File: src/rtl/pos2bin_serializer.sv
// Sticky positional-event collector that drains pending bit positions as binary indices over valid/ready.
// Define POS2BIN_SERIALIZER_RR_EN for round-robin selection; the default is fixed lowest-index priority.
module pos2bin_serializer #(
    parameter int POS_WIDTH = 16,
    parameter int BIN_WIDTH = $clog2(POS_WIDTH)
) (
    input  logic                 clk,
    input  logic                 rst,
    input  logic [POS_WIDTH-1:0] pos_in,
    input  logic                 pos_valid,
    output logic [BIN_WIDTH-1:0] out_bin,
    output logic                 out_valid,
    input  logic                 out_ready,
    output logic [POS_WIDTH-1:0] pending,
    output logic                 overflow
);

    typedef enum logic {
        EMPTY = 1'b0,
        FULL  = 1'b1
    } state_t;

    state_t               state, state_nxt;
    logic                 accept, load, overflow_nxt;
    logic [BIN_WIDTH-1:0] sel;
    logic [POS_WIDTH-1:0] set_mask, clear_mask, pending_nxt;

`ifdef POS2BIN_SERIALIZER_RR_EN
    logic [BIN_WIDTH-1:0] rr_ptr;

    // Search starts at the pointer and wraps, so a repeatedly strobed low index cannot starve higher ones.
    function automatic logic [BIN_WIDTH-1:0] rr_select(input logic [POS_WIDTH-1:0] v,
                                                       input logic [BIN_WIDTH-1:0] ptr);
        logic found;
        int   j;
        found     = 1'b0;
        rr_select = '0;
        for (int i = 0; i < POS_WIDTH; i++) begin
            j = int'(ptr) + i;
            if (j >= POS_WIDTH) j = j - POS_WIDTH;
            if (!found && v[j]) begin
                found     = 1'b1;
                rr_select = BIN_WIDTH'(j);
            end
        end
    endfunction

    assign sel = rr_select(pending, rr_ptr);

    always_ff @(posedge clk or posedge rst) begin
        if (rst) begin
            rr_ptr <= '0;
        end else if (load) begin
            rr_ptr <= (sel == BIN_WIDTH'(POS_WIDTH - 1)) ? '0 : sel + 1'b1;
        end
    end
`else
    function automatic logic [BIN_WIDTH-1:0] lowest_set(input logic [POS_WIDTH-1:0] v);
        lowest_set = '0;
        for (int i = POS_WIDTH - 1; i >= 0; i--) begin
            if (v[i]) lowest_set = BIN_WIDTH'(i);
        end
    endfunction

    assign sel = lowest_set(pending);
`endif

    assign out_valid = (state == FULL);
    assign accept    = (state == FULL) && out_ready;
    assign load      = ((state == EMPTY) || accept) && (pending != '0);

    // A strobe on the bit being loaded re-arms it instead of counting as a collision.
    always_comb begin
        clear_mask   = load ? (POS_WIDTH'(1) << sel) : '0;
        set_mask     = pos_valid ? pos_in : '0;
        pending_nxt  = (pending & ~clear_mask) | set_mask;
        overflow_nxt = |(set_mask & pending & ~clear_mask);
    end

    always_comb begin
        state_nxt = state;
        if (load) begin
            state_nxt = FULL;
        end else if (accept) begin
            state_nxt = EMPTY;
        end
    end

    always_ff @(posedge clk or posedge rst) begin
        if (rst) begin
            state    <= EMPTY;
            out_bin  <= '0;
            pending  <= '0;
            overflow <= 1'b0;
        end else begin
            state    <= state_nxt;
            pending  <= pending_nxt;
            overflow <= overflow_nxt;
            if (load) out_bin <= sel;
        end
    end

endmodule

File: config.mk
export PLATFORM = sky130hd
export DESIGN_NAME = pos2bin_serializer
export DESIGN_NICKNAME = d
export VERILOG_FILES = /design/src/rtl/pos2bin_serializer.sv
export SDC_FILE = /design/constraint.sdc
export NUM_CORES = 1
export LEC_CHECK = 0
export CAP_MARGIN = 10
export CORE_MARGIN = 2
export CORE_UTILIZATION = 45
export DETAILED_ROUTE_END_ITERATION = 7
export GPL_TIMING_DRIVEN = 1
export PLACE_DENSITY = 0.9
export SYNTH_ARGS = -nofsm -noshare
export SYNTH_HDL_FRONTEND = slang
export SYNTH_SLANG_ARGS = --single-unit
File: constraint.sdc
create_clock -name clk -period 3.3 [get_ports clk]
set_clock_uncertainty 0.05 [all_clocks]
set_input_delay 0.33 -clock clk [delete_from_list [all_inputs] [get_ports clk]]
set_output_delay 0.33 -clock clk [all_outputs]
set_load 0.02 [all_outputs]
==> results by group <==
Status
  • Outcome: complete, but fails checks
  • Violated checks: design-rule violations

CTS
  • Reg clk slew, reported paths: 0.13 ns
  • Hold buffers post-CTS: 0
  • Clock root buffer: clkbuf_4
  • Total CTS buffers: 3
  • Post-CTS Setup Bufs: 0
  • Clock buffer depth: 2
  • CTS tree: yes
  • Num Clock Sinks: 22
  • Resize count post-CTS: 0
  • Clk Latency, worst-skew pair: 0.31 ns
  • Htree depth: 1

Die
  • Die Span Y: 58.9 microns
  • Die X: 58.9 microns
  • Core area: 2810 sq um
  • FP Rows: 19
  • Initial Util: approximately half
  • Die ar.: 3470 sq um
  • IO Count: 42

Power and ir drop
  • Total leakage power: 0.000692 uW
  • PnR Total Power: 609 uW
  • Worst IR Drop VDD: roughly 220 uV
  • PD cells: 338 nW/um^2

Logic synthesis
  • Synth Cell Area: 1360 sq um
  • Post-synth EDFFs: 0
  • FF+latch count, synth: 22
  • Async S/R FF share, synth: 100%
  • Yosys warnings: 0
  • Mean post-synth cell area: approximately 9.0 sq um
  • Register area share after synthesis: 40.6%
  • Yosys cell types: between 40 and 50
  • Syn Nets: 170
  • Synth Flop Type: dfrtp_1
  • Mapped Cells: 150

Worst setup path
  • Crit-path cells: nor4_1 -> nand3_1 -> nor3b_2 -> nand3b_1 -> nand3_1 -> o2111ai_1 -> o41a_1
  • Critical path type: reg -> reg
  • Max Fanout on Critical Path: 9
  • FF-to-FF Start: pending[7]
  • CP most frequent cell: nand3_1
  • Critical Path Source Type: register
  • Slowest stage cell, crit path: dfrtp_1
  • Buf/Inv on CP: 0
  • Crit path depth: 7
  • WP data arrival: between 2 and 3 ns
  • Slowest stage delay, CP: 0.52 ns
  • Worst path required time: 3.46 ns
  • CP top delay family: simple AND/OR/NAND/NOR gates
  • Crit. End Element: register
  • Reg2reg path depth: 7
  • Worst setup path startpoint: pending[7]

Timing
  • Final Hold Viols: 0
  • Setup TNS: 0 ns
  • Measured slew at the worst slew-check pin: around 0.84 ns
  • Fin crit period: 2.62 ns
  • Slew margin rel.: between 40% and 50%
  • Fmax: 382 MHz
  • RSZ-0062 raised after global routing: false
  • Worst setup margin: 0.680 ns
  • Setup-failing EPs final: 0
  • Final period util: 79.4%
  • Max-slew violations: 0

Layout
  • Synthesis-to-layout area growth: 32.8%
  • Most common cell after layout, fill and taps aside: clkdlybuf4s50_1
  • Post-layout util: around 64%
  • Most frequent cells in the layout: clkdlybuf4s50_1, nand2_1, dfrtp_1
  • Nets: 212
  • Share of cells above drive strength 1: under 10%
  • ANT cells: 0

Drt
  • Via density: 6.19
  • Drt wl/cell: 17.3 microns
  • Final wirelength: approximately 3800 microns
  • Drt first-iter violations: 75
  • Via Count: 1,375
  • TritonRoute pass-1 iters: 7
  • Post-route DRC violation count: 2
  • Antenna-violating nets left: 0

Run
  • Max Cap Viol: 0

Global route
  • First-pass GRT wire length: 6400 microns
  • Largest net degree at the start of global routing: 23
  • GRT overflow: 0
  • Antenna violations before repair: 0
  • GRT Resource Usage Total: about 24%
  • Vias in the first global route: 1,335

Place
  • Gpl congestion: 0.977
  • Buffers added on ports: 41
  • Post-DP HPWL: between 2000 and 3000 microns
  • Dpl ws: 0.680 ns

Worst hold path
  • Hold crit path type: in -> async
report_power, final:
| group | leakage [uW] | switching [uW] | internal (uW) |
|---|---|---|---|
| Clock | 0.0000210 | 85.7 | 67.3 |
| Sequential | 0.000220 | 20.7 | 283 |
| Combinational | 0.000451 | 82.8 | 69.4 |
| Total | 0.000692 | 189 | 420 |
synthesized netlist by cell type (2+ instances only):
master	instances	area (sq um)
nand2_1	29	109
o31ai_1	3	22.5
nand3_1	10	50.1
nor2_1	10	37.5
buf_6	2	22.5
a22o_1	6	52.6
dfrtp_1	22	551
or2b_1	2	15.0
nor3_1	2	10.0
inv_1	8	30.0
nor2_2	2	12.5
nand3b_1	2	15.0
a21oi_1	6	30.0
nor4_1	3	18.8
o211ai_1	3	22.5
o221ai_1	2	17.5
o21ai_0	9	45.0
worst paths after layout:
check,end,slack [ns]
worst max-delay path,overflow,0.68
worst min-delay path,pending[2],0.42
worst max register to register,overflow,0.68
worst min register to register,out_bin[1],0.46
max in group asynchronous,pending[12],2.26
min in group clk,out_bin[1],0.46
state kept, by name (all words and copies together), names as in the netlist:
| signal | count |
|---|---|
| out_bin | 4 |
| out_valid | 1 |
| overflow | 1 |
| pending | 16 |
cell families (layout without fill, tap and decap cells):
group / Yosys count / count (layout) / synth area share [%]
simple gates: 69 / 69 / 25.5
compound gates: 46 / 46 / 28.1
flops: 22 / 22 / 40.6
buf+inv: 13 / 54 / 5.82
per-stage QoR:
stage                     cells  hold slack [ns]  instance area [sq um]
after global routing        222            0.487                   1800
final                       222            0.418                   1800
after CTS                   222            0.455                   1800
after detailed placement    218            0.428                   1760
after global placement      218            0.419                   1760
after floorplan             150            0.269                   1360
cell type report:
cell class                 instances  area [sq um]
multi-input combinational        115           726
tap                               31          38.8
inverter                           8          30.0
timing repair buffer              42           418
clock buffer                       4          36.3
sequential                        22           551
fill                             255          1010
per-layer routing:
layer	wire length (microns)	global-route usage (%)	vias up
met2	1820	38.7	78
met5	0	0	-
met3	324	2.86	10
li1	-	-	637
met4	81	7.79	0
met1	1620	34.1	650
Power figures use the tool's default switching activity.
